===== src/rtl/sonar_sequenciador.sv =====
// -----------------------------------------------------------------------------
// sonar_sequenciador
// Sweep controller for the sonar datapath. Steps the servo through a ping-pong
// sweep, waits a settling time at each position, runs one distance measurement
// (retrying on echo timeout) and then streams a fixed-length frame through the
// serial transmitter one byte at a time.
//
// Ports
//   clock_i          system clock, rising edge
//   reset_i          asynchronous active-low reset
//   ligar_i          level, enables the sweep (sampled in INICIAL / FIM_POSICAO)
//   sensor_pronto_i  pulse: measurement done (used only in AGUARDA_MEDIDA)
//   serial_pronto_i  pulse: byte sent (used only in AGUARDA_TX)
//   medir_o          pulse: start a measurement (high during MEDE)
//   transmitir_o     pulse: start a byte transmission (cycle after TRANSMITE)
//   sel_posicao_o    current servo position index
//   sel_byte_o       frame byte index being sent
//   erro_timeout_o   distance invalid for the current frame
//   fim_posicao_o    pulse: frame complete (high during FIM_POSICAO)
//   db_estado_o      state code for debug
// -----------------------------------------------------------------------------
module sonar_sequenciador #(
    parameter int N_POS          = 8,
    parameter int SETTLE_CYCLES  = 10_000_000,
    parameter int TIMEOUT_CYCLES = 1_500_000,
    parameter int N_RETRY        = 1,
    parameter int N_BYTES        = 8
) (
    input  logic       clock_i,
    input  logic       reset_i,
    input  logic       ligar_i,
    input  logic       sensor_pronto_i,
    input  logic       serial_pronto_i,
    output logic       medir_o,
    output logic       transmitir_o,
    output logic [2:0] sel_posicao_o,
    output logic [2:0] sel_byte_o,
    output logic       erro_timeout_o,
    output logic       fim_posicao_o,
    output logic [3:0] db_estado_o
);

    localparam int SW = $clog2(SETTLE_CYCLES + 1);
    localparam int TW = $clog2(TIMEOUT_CYCLES + 1);

    typedef enum logic [3:0] {
        INICIAL        = 4'd0,
        POSICIONA      = 4'd1,
        MEDE           = 4'd2,
        AGUARDA_MEDIDA = 4'd3,
        TRANSMITE      = 4'd4,
        AGUARDA_TX     = 4'd5,
        FIM_POSICAO    = 4'd6
    } estado_t;

    estado_t       estado_q;
    logic [SW-1:0] settle_q;
    logic [TW-1:0] tmo_q;
    logic [1:0]    retry_q;
    logic          dir_up_q;
    logic [2:0]    pos_q;
    logic [2:0]    byte_q;
    logic          medir_q;
    logic          tx_q;
    logic          fim_q;
    logic          erro_q;

    // Next sweep position: bounce at both ends, frozen at 0 for a single position.
    logic [2:0] pos_d;
    logic       dir_up_d;
    always_comb begin
        pos_d    = pos_q;
        dir_up_d = dir_up_q;
        if (N_POS > 1) begin
            if (dir_up_q) begin
                if (pos_q == 3'(N_POS - 1)) begin
                    dir_up_d = 1'b0;
                    pos_d    = pos_q - 3'd1;
                end else begin
                    pos_d = pos_q + 3'd1;
                end
            end else if (pos_q == 3'd0) begin
                dir_up_d = 1'b1;
                pos_d    = 3'd1;
            end else begin
                pos_d = pos_q - 3'd1;
            end
        end
    end

    always_ff @(posedge clock_i or negedge reset_i) begin
        if (!reset_i) begin
            estado_q <= INICIAL;
            settle_q <= '0;
            tmo_q    <= '0;
            retry_q  <= '0;
            dir_up_q <= 1'b1;
            pos_q    <= '0;
            byte_q   <= '0;
            medir_q  <= 1'b0;
            tx_q     <= 1'b0;
            fim_q    <= 1'b0;
            erro_q   <= 1'b0;
        end else begin
            // Pulse outputs default low; set on entry to their state.
            medir_q <= 1'b0;
            tx_q    <= 1'b0;
            fim_q   <= 1'b0;
            case (estado_q)
                INICIAL: begin
                    if (ligar_i) begin
                        estado_q <= POSICIONA;
                        settle_q <= '0;
                        retry_q  <= '0;
                        erro_q   <= 1'b0;
                    end
                end
                POSICIONA: begin
                    if (settle_q == SW'(SETTLE_CYCLES - 1)) begin
                        estado_q <= MEDE;
                        medir_q  <= 1'b1;
                    end else begin
                        settle_q <= settle_q + 1'b1;
                    end
                end
                MEDE: begin
                    tmo_q    <= '0;
                    estado_q <= AGUARDA_MEDIDA;
                end
                AGUARDA_MEDIDA: begin
                    // A result arriving on the timeout cycle still counts as valid.
                    if (sensor_pronto_i) begin
                        estado_q <= TRANSMITE;
                        byte_q   <= '0;
                    end else if (tmo_q == TW'(TIMEOUT_CYCLES - 1)) begin
                        if (retry_q < 2'(N_RETRY)) begin
                            retry_q  <= retry_q + 1'b1;
                            estado_q <= MEDE;
                            medir_q  <= 1'b1;
                        end else begin
                            erro_q   <= 1'b1;
                            estado_q <= TRANSMITE;
                            byte_q   <= '0;
                        end
                    end else begin
                        tmo_q <= tmo_q + 1'b1;
                    end
                end
                TRANSMITE: begin
                    // transmitir rises the cycle after TRANSMITE, once sel_byte is settled.
                    tx_q     <= 1'b1;
                    estado_q <= AGUARDA_TX;
                end
                AGUARDA_TX: begin
                    if (serial_pronto_i) begin
                        if (byte_q == 3'(N_BYTES - 1)) begin
                            estado_q <= FIM_POSICAO;
                            fim_q    <= 1'b1;
                        end else begin
                            byte_q   <= byte_q + 1'b1;
                            estado_q <= TRANSMITE;
                        end
                    end
                end
                FIM_POSICAO: begin
                    pos_q    <= pos_d;
                    dir_up_q <= dir_up_d;
                    erro_q   <= 1'b0;
                    retry_q  <= '0;
                    settle_q <= '0;
                    estado_q <= ligar_i ? POSICIONA : INICIAL;
                end
                default: estado_q <= INICIAL;
            endcase
        end
    end

    assign medir_o        = medir_q;
    assign transmitir_o   = tx_q;
    assign fim_posicao_o  = fim_q;
    assign erro_timeout_o = erro_q;
    assign sel_posicao_o  = pos_q;
    assign sel_byte_o     = byte_q;
    assign db_estado_o    = estado_q;

endmodule

===== config.mk =====
export PLATFORM = sky130hd
export DESIGN_NAME = sonar_sequenciador
export DESIGN_NICKNAME = d
export VERILOG_FILES = /design/src/rtl/sonar_sequenciador.sv
export SDC_FILE = /design/constraint.sdc
export NUM_CORES = 1
export LEC_CHECK = 0
export BUFFER_PORTS_ARGS = -buffer_cell sky130_fd_sc_hd__clkbuf_2
export CAP_MARGIN = 40
export CORE_UTILIZATION = 40
export DETAILED_ROUTE_END_ITERATION = 8
export GPL_ROUTABILITY_DRIVEN = 0
export MAX_ROUTING_LAYER = met4
export SLEW_MARGIN = 20
export SYNTH_ARGS = -nofsm -noshare
export SYNTH_HDL_FRONTEND = slang
export SYNTH_SLANG_ARGS = --single-unit

===== constraint.sdc =====
create_clock -name clock_i -period 2.7 [get_ports clock_i]
set_clock_uncertainty 0.15 [all_clocks]
set_input_delay 0.27 -clock clock_i [delete_from_list [all_inputs] [get_ports clock_i]]
set_output_delay 0.27 -clock clock_i [all_outputs]
set_load 0.02 [all_outputs]

==> summary.md <==
| Metric | Value |
|---|---|
| Hold_sp | serial_pronto_i |
| Post-Synthesis Cells | around 410 |
| Cells on worst reg2reg path | 5 |
| Max cap viols | 0 |
| Syn_nets | 428 |
| Reg2Reg Setup Slack | around 0.081 ns |
| Core box area | 8763 um^2 |
| Layout cell share with drive strength beyond 1 | 0.1586 |
| Ys Warns | 0 |
| Crit start category | flip-flop |
| Chip width | approximately 100 um |
| Syn Area/Cell | approximately 9 um^2 |
| Sequential area share after synthesis | 0.4209 |
| Critical Path Fanout Max | 8 |
| Largest net degree at the start of global routing | 31 |
| First-pass GRT wire length | 14.61 mm |
| ANT cells | 0 |
| Reg2Reg Launch Point | tmo_q[11]$_DFFE_PN0P_ |
| GRT Util Overall | 0.1933 |
| Crit path time final | about 2.6 ns |
| Ys async rst share | 1.000 |
| Hold endpoint | fim_posicao_o$_DFF_PN0_ |
| Least-Margin Pin Slew | between 0.7 and 0.8 ns |
| Hold_buf cts | 1 |
| Clk Latency, worst-skew pair | about 0.34 ns |
| CTS tree | done |
| Slew headroom | 0.4787 |
| Clock buffers created by TritonCTS | 9 |
| Leakage | approximately 1.8 nW |
| Depth of the CTS H-tree | 3 |
| Crit path arrival time | around 2.7 ns |
| Post-synth EDFFs | 0 |
| Post-layout util | 0.4713 |
| Fin Setup TNS | 0 ns |
| Detailed-route DRC error count | 0 |
| Postcts setup bufs | 0 |
| Fmax | 0.3819 GHz |
| Register share of total power | 0.368 |
| Endpoints failing setup | 0 |
| Critical path's largest stage delay | 0.59 ns |
| CP cell instances | or4_1 -> or4_4 -> o21a_4 -> nor3_4 -> mux2_4 |
| Die area | roughly 9500 um^2 |
| Netlist cell types | 56 |
| Area contributors post-synth | dfrtp_1, o21ai_0, nand2_1 |
| Hold path depth | 3 |
| Worst EP required | about 2.8 ns |
| PortBufs | 17 |
| Clk slew on worst S/H paths | around 0.080 ns |
| Gr ovfl total | 0 |
| Comb pwr share | 0.407 |
| Min-Delay Path Class | primary input to flip-flop |
| Vias in the first global route | approximately 3100 |
| Final #Nets | approximately 460 |
| Hold_ws | 0.01333 ns |
| Internal power | ~0.0020 W |
| Slowest-stage cell, CP | or4_4 |
| Top-area cell type share of the netlist area | 0.4137 |
| CP Capture Type | flip-flop |
| Boundary pin count | 19 |
| Post-synthesis register bit count | just over 60 |
| First-pass DRT Iterations | 4 |
| Clk buf depth | 2 |
| DR vias | 3236 |
| Drt initial violations | between 100 and 150 |
| RSZ-0062 raised after global routing | false |
| Power, Total | about 0.0034 W |
| Cts repair resizes | 0 |
| Site row count | 34 |
| Initial antenna violation count | 0 |
| Net Sw Power | 0.001403 W |
| Initial core utilization | 0.4142 |
| Status | finished, final reports clean |
| Worst r2r dst | sel_byte_o[0]$_DFFE_PN0P_ |
| DP HPWL | about 5.9 mm |
| Final hold violation count | 0 |
| CTS sink count | 61 |
| Clock root buffer | clkbuf_8 |
| Top_reg_cell synth | dfrtp_1 |
| Die Height | between 90 and 100 um |
| Period utilisation layout | 0.9698 |
| WS Path Type | flip-flop to flip-flop |
| Drt total wl | approximately 8.5 mm |
| Yosys top cell by area | dfrtp_1 |
| Clock group share of total power | 0.226 |
| Max-slew violations | 0 |
| Sw Share | 0.4154 |
| Synthesis-to-layout area growth | 13.79% |
| Antenna viol nets, final | 0 |
| WL per Instance | about 15 um |
| Post-Synthesis Cell Area | between 3000 and 4000 um^2 |
| Vias per cell | roughly 5.8 |
| Peak supply drop | 0.4200 mV |
| Power per cell area | 817.8 nW/um^2 |
stage by stage:
stage / cell area [um^2] / worst slack (ns) / cells
floorplan: 3630 / 0.08624 / 413
global placement: 3909 / 0.1381 / 543
detailed placement: 3909 / 0.1063 / 543
CTS: 4105 / 0.09235 / 560
global route: 4130 / 0.02205 / 562
finish: 4130 / 0.08149 / 562
flip-flops by register name (all words and copies together), names as in the netlist, 2 cells and up:
register and count:
db_estado_o 3, retry_q 2, sel_byte_o 3, sel_posicao_o 3, settle_q 24, tmo_q 21
layer usage:
layer  wire length (um)  part of all wire  vias up  GRT usage
li1                   -                 -     1596          -
met1               4132              0.49     1568     0.2607
met2               3933              0.46       60     0.2990
met3                271             0.032       12    0.02518
met4                127             0.015        0    0.07127
met5                  0                 0        -          -
cells in the mapped netlist, types with 3 or more instances:
cell and instances:
dfrtp_1 60, nand2_1 44, o21ai_0 39, nor2_1 31, nand3_1 20, a21oi_1 19
inv_1 18, nor3_1 18, nand4_1 15, and3_1 10, ha_1 10, a31oi_1 9
clkbuf_1 9, or3_1 9, or4_1 9, o31ai_1 7, a211o_1 5, mux2i_1 5
a21o_1 4, a221o_1 4, buf_6 4, nor4_1 4, o211ai_1 4, o2bb2ai_1 4
and2_1 3, nor2b_1 3, or2_2 3, or2b_2 3, xnor2_1 3, xor2_1 3
power by group through the flow:
stage / Combinational (W) / Sequential, W / Clock (W)
after global placement: 0.00135 / 0.00125 / 0
after CTS: 0.00138 / 0.00124 / 0.000783
after global routing: 0.00155 / 0.00127 / 0.000826
final: 0.00137 / 0.00124 / 0.000762
after floorplan: 0.000891 / 0.00130 / 0
after detailed placement: 0.00138 / 0.00126 / 0
worst max-delay path: cells and delay by family, from the launching register on:
kind / cells / cell delay, ns
muxes: 1 / 0.31
DFF: 1 / 0.44
AOI/OAI and AO/OA: 1 / 0.27
and+or+nand+nor: 3 / 1.33
cells in the final DEF (no fill, tap or decap), types with 5 or more instances in the layout:
cell       n
ha_1      10
o21ai_0   39
mux2i_1    5
nand2_1   44
clkbuf_2  18
or3_1      9
nand3_1   20
and3_1    10
nand4_1   15
or4_1      9
dfrtp_1   60
a21oi_1   19
inv_1     18
nor3_1    18
a31oi_1    9
a211o_1    5
nor2_1    31
o31ai_1    7
clkbuf_8  11
buf_4     21
final cells by class:
| class | count | area, um^2 |
|---|---|---|
| clock inverter | 5 | 35.03 |
| fill | 821 | 4633 |
| inverter | 18 | 67.56 |
| timing repair buffer | 41 | 277.8 |
| multi-input combinational | 318 | 1936 |
| clock buffer | 11 | 151.4 |
| sequential | 61 | 1528 |
| tap | 108 | 135.1 |
worst max path at each step:
stage | slack [ns] | from | to | cells after the start
3_3_place_gp | 0.14 | tmo_q[11]$_DFFE_PN0P_ | sel_byte_o[0]$_DFFE_PN0P_ | 5
4_1_cts | 0.09 | tmo_q[11]$_DFFE_PN0P_ | sel_byte_o[0]$_DFFE_PN0P_ | 5
3_5_place_dp | 0.11 | tmo_q[11]$_DFFE_PN0P_ | sel_byte_o[0]$_DFFE_PN0P_ | 5
2_1_floorplan | 0.09 | tmo_q[12]$_DFFE_PN0P_ | sel_byte_o[0]$_DFFE_PN0P_ | 6
5_1_grt | 0.02 | tmo_q[11]$_DFFE_PN0P_ | sel_byte_o[0]$_DFFE_PN0P_ | 5
6_report | 0.08 | tmo_q[11]$_DFFE_PN0P_ | sel_byte_o[0]$_DFFE_PN0P_ | 5
cells by family (layout without fill, tap and decap cells):
family          after synthesis  after routing  synth area share
buf+inv                      34             75           0.04584
compound gates              111            111            0.1968
fa+ha+maj                    10             10           0.03447
xor+xnor                      6              6           0.01448
simple gates                184            184            0.2685
mux                           6              6           0.01792
flops                        61             61            0.4209
other cells                   1              1          0.001033
(Power assumes the default switching activity.)
